<file path="src/rtl/v7_peak_detector.sv">
// v7_peak_detector
//   Sits behind the v7 trapezoidal shaping filter. A pulse starts when a
//   sample reaches THRESHOLD. While the pulse lasts, the block tracks the
//   flat-top maximum, the timestamp of that maximum and the number of samples
//   above threshold. When the pulse ends, these values go into a one-entry
//   valid/ready report register. A hold-off period then blocks re-arming on
//   ringing and undershoot.
//
// Ports
//   clk          in   rising-edge system clock
//   reset        in   asynchronous, active-low reset
//   filter_data  in   signed shaped sample, one per clock
//   out_ready    in   consumer takes the report when high with out_valid
//   out_valid    out  report register holds an unconsumed event
//   peak_value   out  signed maximum sample of the reported pulse
//   peak_time    out  timestamp of the first sample equal to the maximum
//   pulse_width  out  samples at/above THRESHOLD, saturating
//   drop_cnt     out  events lost to a full report register, saturating
//   busy         out  high while ARMED or in HOLD
module v7_peak_detector #(
  parameter int DATA_W    = 16,
  parameter int THRESHOLD = 100,
  parameter int HOLDOFF   = 8,
  parameter int TS_W      = 16,
  parameter int WID_W     = 8
) (
  input  logic                     clk,
  input  logic                     reset,
  input  logic signed [DATA_W-1:0] filter_data,
  input  logic                     out_ready,
  output logic                     out_valid,
  output logic signed [DATA_W-1:0] peak_value,
  output logic        [TS_W-1:0]   peak_time,
  output logic        [WID_W-1:0]  pulse_width,
  output logic        [7:0]        drop_cnt,
  output logic                     busy
);

  typedef enum logic [1:0] {
    IDLE  = 2'd0,
    ARMED = 2'd1,
    HOLD  = 2'd2
  } state_t;

  localparam logic signed [DATA_W-1:0] THR       = DATA_W'(THRESHOLD);
  localparam logic        [7:0]        HOLD_INIT = 8'(HOLDOFF);
  localparam logic        [WID_W-1:0]  WID_MAX   = {WID_W{1'b1}};

  state_t                     state, state_next;
  logic        [TS_W-1:0]     ts;
  logic signed [DATA_W-1:0]   max_val, max_val_next;
  logic        [TS_W-1:0]     max_ts, max_ts_next;
  logic        [WID_W-1:0]    width, width_next;
  logic        [7:0]          hold_cnt, hold_cnt_next;

  logic                       out_valid_next;
  logic signed [DATA_W-1:0]   peak_value_next;
  logic        [TS_W-1:0]     peak_time_next;
  logic        [WID_W-1:0]    pulse_width_next;
  logic        [7:0]          drop_cnt_next;

  logic                       above;
  logic                       emit;

  // Signed threshold test on the incoming sample
  assign above = (filter_data >= THR);

  // Next-state and pulse-tracking logic
  always_comb begin
    state_next    = state;
    max_val_next  = max_val;
    max_ts_next   = max_ts;
    width_next    = width;
    hold_cnt_next = hold_cnt;
    emit          = 1'b0;
    case (state)
      IDLE: begin
        if (above) begin
          state_next   = ARMED;
          max_val_next = filter_data;
          max_ts_next  = ts;
          width_next   = WID_W'(1);
        end else begin
          state_next = IDLE;
        end
      end
      ARMED: begin
        if (above) begin
          if (width != WID_MAX) begin
            width_next = width + WID_W'(1);
          end else begin
            width_next = width;
          end
          // Strictly greater: an equal plateau keeps the earliest timestamp
          if (filter_data > max_val) begin
            max_val_next = filter_data;
            max_ts_next  = ts;
          end else begin
            max_val_next = max_val;
          end
        end else begin
          emit = 1'b1;
          if (HOLDOFF == 0) begin
            state_next = IDLE;
          end else begin
            state_next    = HOLD;
            hold_cnt_next = HOLD_INIT;
          end
        end
      end
      HOLD: begin
        // Samples are ignored here; leave after exactly HOLDOFF cycles
        hold_cnt_next = hold_cnt - 8'd1;
        if (hold_cnt <= 8'd1) begin
          state_next = IDLE;
        end else begin
          state_next = HOLD;
        end
      end
      default: begin
        state_next    = IDLE;
        hold_cnt_next = 8'd0;
      end
    endcase
  end

  // Report register: load on emit when free or being drained, else count a drop
  always_comb begin
    out_valid_next   = out_valid;
    peak_value_next  = peak_value;
    peak_time_next   = peak_time;
    pulse_width_next = pulse_width;
    drop_cnt_next    = drop_cnt;
    if (emit && (!out_valid || out_ready)) begin
      out_valid_next   = 1'b1;
      peak_value_next  = max_val;
      peak_time_next   = max_ts;
      pulse_width_next = width;
    end else if (emit) begin
      if (drop_cnt != 8'hFF) begin
        drop_cnt_next = drop_cnt + 8'd1;
      end else begin
        drop_cnt_next = drop_cnt;
      end
    end else if (out_valid && out_ready) begin
      out_valid_next = 1'b0;
    end else begin
      out_valid_next = out_valid;
    end
  end

  // State, timestamp, tracking and output registers
  always_ff @(posedge clk or negedge reset) begin
    if (!reset) begin
      state       <= IDLE;
      ts          <= '0;
      max_val     <= '0;
      max_ts      <= '0;
      width       <= '0;
      hold_cnt    <= 8'd0;
      out_valid   <= 1'b0;
      peak_value  <= '0;
      peak_time   <= '0;
      pulse_width <= '0;
      drop_cnt    <= 8'd0;
      busy        <= 1'b0;
    end else begin
      state       <= state_next;
      ts          <= ts + TS_W'(1);
      max_val     <= max_val_next;
      max_ts      <= max_ts_next;
      width       <= width_next;
      hold_cnt    <= hold_cnt_next;
      out_valid   <= out_valid_next;
      peak_value  <= peak_value_next;
      peak_time   <= peak_time_next;
      pulse_width <= pulse_width_next;
      drop_cnt    <= drop_cnt_next;
      busy        <= (state_next != IDLE);
    end
  end

endmodule
</file>
<file path="config.mk">
export PLATFORM = sky130hd
export DESIGN_NAME = v7_peak_detector
export DESIGN_NICKNAME = d
export VERILOG_FILES = /design/src/rtl/v7_peak_detector.sv
export SDC_FILE = /design/constraint.sdc
export NUM_CORES = 1
export LEC_CHECK = 0
export BUFFER_PORTS_ARGS = -buffer_cell sky130_fd_sc_hd__buf_4
export CORE_ASPECT_RATIO = 1.25
export CORE_MARGIN = 2
export CORE_UTILIZATION = 55
export CTS_CLUSTER_DIAMETER = 60
export DETAILED_ROUTE_END_ITERATION = 8
export PLACE_DENSITY_LB_ADDON = 0.15
export SLEW_MARGIN = 20
export SYNTH_ARGS = -nofsm -noshare
export SYNTH_HDL_FRONTEND = slang
export SYNTH_SLANG_ARGS = --single-unit
</file>
<file path="constraint.sdc">
create_clock -name clk -period 6.3 [get_ports clk]
set_input_delay 0.315 -clock clk [delete_from_list [all_inputs] [get_ports clk]]
set_output_delay 0.315 -clock clk [all_outputs]
set_load 0.005 [all_outputs]
</file>
Word level (Yosys, flattened, before mapping)
Index checks and enable logic that the tools add are counted.
{"block": "word_totals", "elab_cells": 67, "register_bits": 116, "output_inout_bits": 50}
{"block": "op_classes", "add_sub_neg": 4, "bitwise_logic": 2, "order_cmp": 3, "eq_ne": 10, "n_mux": 23, "reduce_logical": 13}
{"cell": "2-to-1 mux 16 bit", "n": 6}
{"cell": "one-hot mux 16 bit (2 select lines)", "n": 2}
{"cell": "2-to-1 mux 8 bit", "n": 4}
{"cell": "one-hot mux 8 bit (3 select lines)", "n": 1}
{"cell": "adder 16 x 1 -> 16 bit, second input constant", "n": 1}
{"cell": "adder 8 x 1 -> 8 bit, second input constant", "n": 2}
{"cell": ">= comparator 16 x 8 -> 1 bit, second input constant", "n": 1}
{"cell": "greater-than comparator 16 bit", "n": 1}
{"cell": "!= test 8 bit, second input constant", "n": 2}
{"cell": "one-hot mux 8 bit (2 select lines)", "n": 1}
{"cell": "!= test 2 bit, second input constant", "n": 5}
{"cell": "<= comparator 8 x 1 -> 1 bit, second input constant", "n": 1}
{"cell": "AND reduction 4 bit", "n": 2}
{"cell": "subtractor 8 x 1 -> 8 bit, second input constant", "n": 1}
{"cell": "2-to-1 mux 1 bit", "n": 6}
{"cell": "one-hot mux 2 bit (3 select lines)", "n": 1}
{"cell": "nonzero test 2 bit", "n": 3}
{"cell": "2-to-1 mux 2 bit", "n": 2}
{"cell": "AND reduction 2 bit", "n": 2}
{"cell": "AND reduction 3 bit", "n": 1}
{"cell": "equality test 2 x 1 -> 1 bit, second input constant", "n": 1}
{"cell": "equality test 2 bit, second input constant", "n": 1}
{"cell": "logical AND 1 bit", "n": 2}
{"cell": "logical NOT 2 bit", "n": 1}
{"cell": "4 further kinds", "n": 5}

Logic depth before layout (Yosys ltp)
Gate-level depths: netlist (run 1).
{"block": "logic_depth", "depth_word": 6, "depth_mapped": 9, "ltp_nobuf": 8}

Worst setup path after synthesis (run 1)
OpenSTA, ideal clock, no wires.
{"block": "synth_timing", "path_kind": "reg2reg", "from": "register max_val[1]", "to": "register max_ts[10]", "t_required_ps": 6175, "slack_ps": 3967, "arrival_ps": 2208, "path_buffers": 1, "stages_incl_launch_ff": 10, "cell_sequence": "dfrtp_1 -> inv_1 -> ha_1 -> nor2b_1 -> o211ai_1 -> a2111o_1 -> a31o_2 -> a31oi_4 -> buf_6 -> mux2_2"}
{"block": "synth_via", "elab_chain_len": 3}
{"element": "start: declaration", "line": "51", "text": "logic signed [DATA_W-1:0] max_val, max_val_next;"}
{"element": "start signal: assignment", "line": "170", "text": "max_val <= max_val_next;"}
{"element": "greater-than comparator 16 bit", "line": "95", "text": "if (filter_data > max_val) begin"}
{"element": "!= test 2 bit (no source line)"}
{"element": "AND reduction 4 bit (no source line)"}
{"element": "end signal: assignment", "line": "171", "text": "max_ts <= max_ts_next;"}
{"element": "end: declaration", "line": "52", "text": "logic [TS_W-1:0] max_ts, max_ts_next;"}
No other way between the ends.
A chain may end at the register's enable or synchronous reset.

Worst setup path after layout (run 1)
{"block": "layout_timing", "from": "register max_val[15]", "to": "register max_ts[10]"}
The elaborated chain is that of the path after synthesis.

==> out/qor.json, run 1 <==
{
  "run_status": {
    "outcome": "finished, final reports clean"
  },
  "grt": {
    "pin_count_of_the_biggest_net_entering_global_routing": 67,
    "number_of_global_route_vias_before_repair": 3694,
    "grt_antenna_before_repair": 0,
    "wire_length_of_the_first_global_routing_pass_mm": 17.07,
    "grt_util_all_layers": 0.2125,
    "globalRouteOverflowTotal": 0
  },
  "yosys": {
    "syn-num-nets": 473,
    "synth-edff-count": 0,
    "postSynthRegisterBits": 116,
    "synth_area_per_cell_sq_um": 12.06,
    "synth_top_flop_cell": "dfrtp_1",
    "yosysSeqAreaShare": 0.5609,
    "synthesis.area_sq_um": 5175,
    "synth.largest_area_cell": "dfrtp_1",
    "async_flop_share": 1.000,
    "syn_inst": 429,
    "yosys.cell_types.count": 42,
    "synthTopCellsByArea": "dfrtp_1 (56%), mux2_2 (12%), ha_1 (6.0%)",
    "ys.warnings.count": 0,
    "netlist.area_leader.share": 0.5609
  },
  "clock_tree": {
    "clock-root-buffer": "clkbuf_16",
    "clock_tree.htree_level_count": 4,
    "worst_skew_pair.late_latency_ns": 0.40,
    "cts_setup_buffers": 0,
    "tritoncts_num_sinks": 116,
    "tritoncts": "built",
    "clk_pin_slew_worst_paths_ns": 0.05,
    "numCtsBuffers": 17,
    "clockBufferDepth": 2
  },
  "critical_path": {
    "worst_path_largest_cell_delay_ns": 0.88,
    "r2r-end": "max_ts[10]",
    "critPathMaxFanout": 32,
    "ordered_list_of_cells_on_the_worst_path": "inv_1 -> ha_1 -> nand4_1 -> a2111o_1 -> a31o_2 -> a31oi_4 -> mux2_2",
    "slowest_stage": "a31oi_4",
    "worst_setup_path_endpoint": "max_ts[10]",
    "crit_path_end_kind": "register",
    "reg2reg_setup_slack_ns": 3.26,
    "cp_num_cells": 7,
    "required_ns": 6.58,
    "critPathBufInv": 1,
    "timing_startpoint_of_the_critical_path": "max_val[15]",
    "ff2ff_path_depth": 7,
    "timing.critical_path.from_type": "register",
    "timing.rr.start": "max_val[15]",
    "timing.critical_path.arrival_ns": 3.32,
    "crit_type": "reg2reg",
    "critPathTopFamily": "compound AO/OA/AOI/OAI gates"
  },
  "timing": {
    "timing_hold_violations_final": 0,
    "fin_crit_ns": 3.044,
    "timing_worst_slew_pin_value_ns": 1.098,
    "maxClockFrequency_mhz": 328.5,
    "max_slew_margin": 0.2682,
    "finalSetupViolCount": 0,
    "part_of_the_cycle_the_worst_path_needs": 0.4832,
    "timing.final.ws_setup_ns": 3.256,
    "finalClockSkew_ns": 0.004473,
    "final-max-slew-violation-count": 0,
    "unrepaired_setup_endpoints_after_global_routing": "false",
    "setup-tns-final_ns": 0
  },
  "die": {
    "die_height_um": 112.5,
    "site_row_count": 39,
    "io-pin-count": 69,
    "chipWidth_um": 90.76,
    "floorplan.die_area_sq_um": 10210,
    "fp.coreArea_sq_um": 9125,
    "floorplan.initialDensity": 0.5671
  },
  "cells_and_area": {
    "antenna_cells": 0,
    "area_growth_from_synthesis_to_layout_pct": 25.29,
    "final_layout_size_suffix_gt1_frac": 0.3205,
    "nets": 552
  },
  "hold_path": {
    "timing.hold.worst.class": "in2reg",
    "min-delay-start": "filter_data[8]"
  },
  "job": {
    "cap_violations": 0
  },
  "placement": {
    "post-dp-hpwl_mm": 6.523,
    "preCtsSetupSlack_ns": 3.143,
    "gp_congestion": 0.8552,
    "buffer_ports.inserted": 68
  },
  "route": {
    "drt_pass1_iterations": 4,
    "finalWirelength_mm": 9.774,
    "vias": 3517,
    "number_of_antenna_violating_nets_in_the_routed_design": 0,
    "avgViaCountPerCell": 5.461,
    "detail_route.iter0.violations": 209,
    "wl_per_cell_um": 15.18,
    "post-route-drc-count": 0
  },
  "power_and_ir_drop": {
    "ir_worst_vdd_v": 0.0002785,
    "power.leakage_nw": 3.120,
    "power_per_cell_area_nw_per_um2": 463.2
  }
}
power breakdown:
group | internal [W] | switching, W
Combinational | 0.000420 | 0.000451
Clock | 0.000761 | 0.000325
Sequential | 0.000931 | 0.000115
flip-flops by register name, summed over array words and instances, names as in the netlist, 8 cells and up:
name	flops
max_ts	16
hold_cnt	8
width	8
peak_value	16
peak_time	16
ts	16
drop_cnt	8
pulse_width	8
max_val	16
worst min-delay path by stage:
stage / slack, ns / cells after the start / to
after CTS: 0.14 / 2 / max_val[8]
final: 0.15 / 2 / max_val[8]
after global placement: 0.38 / 1 / peak_value[8]
after global routing: 0.14 / 2 / max_val[8]
after floorplan: 0.02 / 0 / busy
after detailed placement: 0.39 / 1 / peak_value[8]
synth_stat cells (all sizes together), types with 4 or more instances:
cell type,instances
dfrtp,116
mux2,58
nand2,42
o21ai,30
ha,25
inv,22
xnor2,17
nor2,15
nand3,14
a21oi,12
nand4,10
nor3,8
xor2,6
buf,5
clkbuf,5
nor4,5
and3,4
cells by family (layout without fill, tap and decap cells):
| logic type | Yosys count | in the layout | share of synthesized area |
|---|---|---|---|
| buffers and inverters | 32 | 124 | 0.02805 |
| adder cells (fa/ha/maj) | 25 | 25 | 0.06044 |
| multiplexers | 58 | 58 | 0.1262 |
| AND/OR/NAND/NOR | 110 | 110 | 0.1025 |
| XOR/XNOR | 23 | 23 | 0.03893 |
| flip-flops | 116 | 116 | 0.5609 |
| AO/OA/AOI/OAI | 65 | 65 | 0.08293 |
layout by cell type (no fill, tap or decap), types with 2 or more instances in the layout:
master | netlist | layout
a21o_1 | 3 | 3
a21oi_1 | 12 | 12
a31o_2 | 3 | 3
a31oi_1 | 2 | 2
and3_1 | 4 | 4
buf_4 | 0 | 69
bufinv_16 | 0 | 6
clkbuf_16 | 0 | 17
clkbuf_8 | 0 | 2
clkinv_2 | 0 | 2
clkinvlp_4 | 0 | 4
dfrtp_1 | 116 | 116
ha_1 | 25 | 25
inv_1 | 22 | 22
mux2_2 | 57 | 57
nand2_1 | 42 | 42
nand2b_1 | 2 | 2
nand3_1 | 13 | 13
nand4_1 | 10 | 10
nor2_1 | 15 | 15
nor2b_1 | 2 | 2
nor3_1 | 8 | 8
nor4_1 | 5 | 5
o21a_1 | 2 | 2
o21ai_0 | 30 | 30
o31ai_1 | 3 | 3
or2_2 | 2 | 2
or3_1 | 3 | 3
xnor2_1 | 17 | 17
xor2_1 | 6 | 6
stage by stage:
step / hold slack [ns] / cell area, sq um / total power [W] / cells / util
finish: 0.1539 / 6484 / 0.003003 / 644 / 0.7105
global route: 0.1412 / 6484 / 0.003188 / 644 / 0.7105
CTS: 0.1354 / 6476 / 0.003027 / 644 / 0.7097
detailed placement: 0.3877 / 5784 / 0.001916 / 611 / 0.6339
global placement: 0.3816 / 5784 / 0.001882 / 611 / 0.6339
floorplan: 0.01941 / 5175 / 0.001634 / 429 / -
cell type report:
type | count | area (sq um)
Clock buffer | 19 | 452.9
Clock inverter | 13 | 229.0
Fill cell | 660 | 2641
Inverter | 22 | 82.58
Multi-Input combinational cell | 281 | 2135
Sequential cell | 116 | 2903
Tap cell | 123 | 153.9
Timing Repair Buffer | 70 | 528.0
what timing repair did:
action | in CTS | in global routing
setup endpoints to repair | 0 | 0
resized for setup | 0 | 0
hold buffers | 1 | 0
endpoints found under the hold margin | 50 | 0
routing by layer:
metal	routed length, um	vias up	track usage
met5	0	-	0
met4	202	0	0.1067
met3	446	17	0.06309
met2	5010	89	0.3522
met1	4115	1732	0.2525
li1	-	1679	-
Note: power is estimated with default switching activity, not from simulation.
==> run 2, diff against run 1 <==
- ABC_AREA: unset -> 1
- clock period: 6.3 -> 2.9 ns (I/O delays scaled with it)
==> run 2 against run 1 <==
  * Count of clock-buffer cells in the layout is 2 higher
  * Sequential share of layout area shrank 2.6 points
  * Cell area up 6.2%
  * Non-clock buffer count is 22 higher
  * Largest cell class unchanged
  * Largest power group is now registers
==> out/qor.json, run 2 <==
{
  "power_and_ir_drop": {
    "ir_worst_vdd_v": 0.0005637,
    "clock_power_share": 0.349,
    "swShare": 0.3260,
    "power_per_cell_area_nw_per_um2": 948.6,
    "seq_power_share": 0.350,
    "power.leakage_nw": 3.656,
    "switchingPower_w": 0.002129,
    "power.internal_w": 0.004403,
    "pwr-share-comb": 0.301
  },
  "route": {
    "number_of_antenna_violating_nets_in_the_routed_design": 0,
    "vias": 4384,
    "wl_per_cell_um": 14.68,
    "post-route-drc-count": 0,
    "finalWirelength_mm": 12.28,
    "drt_pass1_iterations": 5,
    "routed_metal_1_wirelength_mm": 5.268,
    "met3_length_um": 499,
    "avgViaCountPerCell": 5.238,
    "detail_route.iter0.violations": 301,
    "met2RoutedLength_mm": 6.263,
    "top_signal_layer_used": "met4"
  },
  "placement": {
    "total_placed_cells_including_tap_cells": 791,
    "post-dp-hpwl_mm": 7.925,
    "gp_congestion": 0.8562,
    "buffer_ports.inserted": 68,
    "placed_cell_area_sq_um": 6078
  },
  "cells_and_area": {
    "multiInputGateArea_sq_um": 2226,
    "antenna_cells": 0,
    "post-route-util": 0.7165,
    "layout.cells.most_common_list": "nand2_1 (176), dfrtp_1 (116), buf_4 (76)",
    "final_layout_size_suffix_gt1_frac": 0.1828,
    "n_fill_cell": 725,
    "final-instance-count-excl-fill": 837,
    "stdcell_area_sq_um": 6885,
    "seqCellArea_sq_um": 2903,
    "area_growth_from_synthesis_to_layout_pct": 26.30,
    "layout.cells.most_common": "nand2_1",
    "nets": 744
  },
  "yosys": {
    "synthTopCellsByArea": "dfrtp_1 (53%), nand2_1 (12%), nand3_1 (6.2%)",
    "synth_top_flop_cell": "dfrtp_1",
    "netlist.area_leader.share": 0.5325,
    "yosys.cell_types.count": 36,
    "synthMostInstantiatedCell": "nand2_1",
    "synth_area_per_cell_sq_um": 8.952,
    "syn-num-nets": 653,
    "yosysSeqAreaShare": 0.5325,
    "synthesis.area_sq_um": 5451,
    "syn_inst": 609,
    "synth.largest_area_cell": "dfrtp_1",
    "synth.top_cells.by_count": "nand2_1 (176), dfrtp_1 (116), nand3_1 (68)",
    "synth-edff-count": 0,
    "postSynthRegisterBits": 116,
    "ys.warnings.count": 0,
    "async_flop_share": 1.000
  },
  "critical_path": {
    "timing.critical_path.arrival_ns": 2.48,
    "ordered_list_of_cells_on_the_worst_path": "dlygate4sd3_1 -> buf_4 -> ha_1 -> nand2_1 -> nor2_1 -> nand4_1 -> o21a_1 -> nand2_2 -> nand2_2 -> nand2_1 -> nand2_1",
    "crit_path_end_kind": "register",
    "cpMostUsedCell": "nand2_1",
    "worst_path_largest_cell_delay_ns": 0.53,
    "crit_type": "in2reg",
    "critPathMaxFanout": 32,
    "required_ns": 3.19,
    "slowest_stage": "dlygate4sd3_1",
    "timing.critical_path.from_type": "input pin"
  },
  "clock_tree": {
    "clock_tree.htree_level_count": 4,
    "clk_pin_slew_worst_paths_ns": 0.05,
    "worst_skew_pair.late_latency_ns": 0.41,
    "numCtsBuffers": 17,
    "clock-root-buffer": "clkbuf_16",
    "clockBufferDepth": 2,
    "tritoncts": "built",
    "tritoncts_num_sinks": 116
  },
  "die": {
    "die_height_um": 115.3,
    "fp.coreArea_sq_um": 9609,
    "site_row_count": 40,
    "io-pin-count": 69,
    "floorplan.initialDensity": 0.5673,
    "floorplan.die_area_sq_um": 10730,
    "chipWidth_um": 93.05
  },
  "timing": {
    "timing_hold_violations_final": 0,
    "unrepaired_setup_endpoints_after_global_routing": "false",
    "fin_crit_ns": 2.185,
    "finalClockSkew_ns": 0.009065,
    "part_of_the_cycle_the_worst_path_needs": 0.7536,
    "finalSetupViolCount": 0,
    "max_slew_margin": 0.5729,
    "final-max-slew-violation-count": 0,
    "maxClockFrequency_mhz": 457.6,
    "timing_worst_slew_pin_value_ns": 0.6407,
    "setup-tns-final_ns": 0
  },
  "grt": {
    "globalRouteOverflowTotal": 0,
    "grt_antenna_before_repair": 0,
    "wire_length_of_the_first_global_routing_pass_mm": 20.79,
    "pin_count_of_the_biggest_net_entering_global_routing": 57,
    "number_of_global_route_vias_before_repair": 4456,
    "grt_util_all_layers": 0.2474
  },
  "run_status": {
    "outcome": "finished, final reports clean"
  },
  "hold_path": {
    "timing.hold.worst.class": "in2reg"
  },
  "job": {
    "cap_violations": 0
  }
}
==> run 2: cell count changes after synthesis, moves of 5 or more <==
| cell | delta |
|---|---|
| nand2_1 | +134 |
| nor2_1 | +11 |
| nand2_2 | +8 |
| mux2_2 | -57 |
| xnor2_1 | -11 |
| inv_1 | +35 |
| nor4_1 | -5 |
| xor2_1 | +15 |
| nand3_1 | +55 |
==> run 2: through the flow <==
stage | hold WS (ns) | total power (W) | setup slack [ns]
finish | 0.1508 | 0.006532 | 0.7147
global route | 0.1820 | 0.006944 | 0.4572
CTS | 0.1439 | 0.006565 | 0.6953
detailed placement | 0.2146 | 0.004227 | 0.7853
global placement | 0.2148 | 0.004153 | 0.8202
floorplan | -0.1506 | 0.003520 | 1.220
==> run 2: cells by family after synthesis <==
kind of cell / after synthesis / share of synthesized area
adder cells (fa/ha/maj): 25 / 0.05738
AND/OR/NAND/NOR: 308 / 0.2541
XOR/XNOR: 27 / 0.04338
flip-flops: 116 / 0.5325
buffers and inverters: 79 / 0.05922
AO/OA/AOI/OAI: 54 / 0.05348
==> run 2: metal layers <==
layer / vias up / global-route usage
met1: 2122 / 0.3148
li1: 2139 / -
met4: 0 / 0.1078
met3: 19 / 0.04849
met5: - / 0
met2: 104 / 0.4145
==> run 2: path summary, 6_finish.rpt <==
kind,start,end,slack (ns),cells past startpoint
min,out_ready,drop_cnt[0],0.15,4
max reg2reg,max_val[7],max_ts[7],0.72,10
min in group asynchronous,reset,peak_value[11],0.30,2
max,filter_data[7],max_ts[7],0.71,11
max in group asynchronous,reset,peak_value[1],1.82,3
min reg2reg,pulse_width[5],pulse_width[5],0.47,2
==> run 2: final cells by class <==
class,count,area share
flip-flops and latches,116,0.4216
inverters,59,0.03216
repair buffers,92,0.1061
clock buffers,21,0.06833
well taps,126,0.02290
clock inverters,9,0.02562
multi-input cells,414,0.3233
==> run 2: what timing repair did <==
| item | CTS | global route |
|---|---|---|
| endpoints found under the hold margin | 61 | 0 |
| hold buffers | 16 | 0 |
| gates resized for setup | 0 | 0 |
| setup buffers | 0 | 0 |
==> run 2: power by group through the flow <==
stage / Clock (W) / Sequential (W) / Combinational, W
floorplan: 0 / 0.00227 / 0.00125
global placement: 0 / 0.00228 / 0.00187
detailed placement: 0 / 0.00231 / 0.00192
CTS: 0.00230 / 0.00229 / 0.00198
global route: 0.00237 / 0.00233 / 0.00224
finish: 0.00228 / 0.00229 / 0.00196
==> run 2: critical path, delay by kind of cell <==
family	cells	cell delay [ns]
AOI/OAI and AO/OA	1	0.22
adders and majority gates	1	0.28
and+or+nand+nor	7	1.14
buffers and inverters	2	0.68
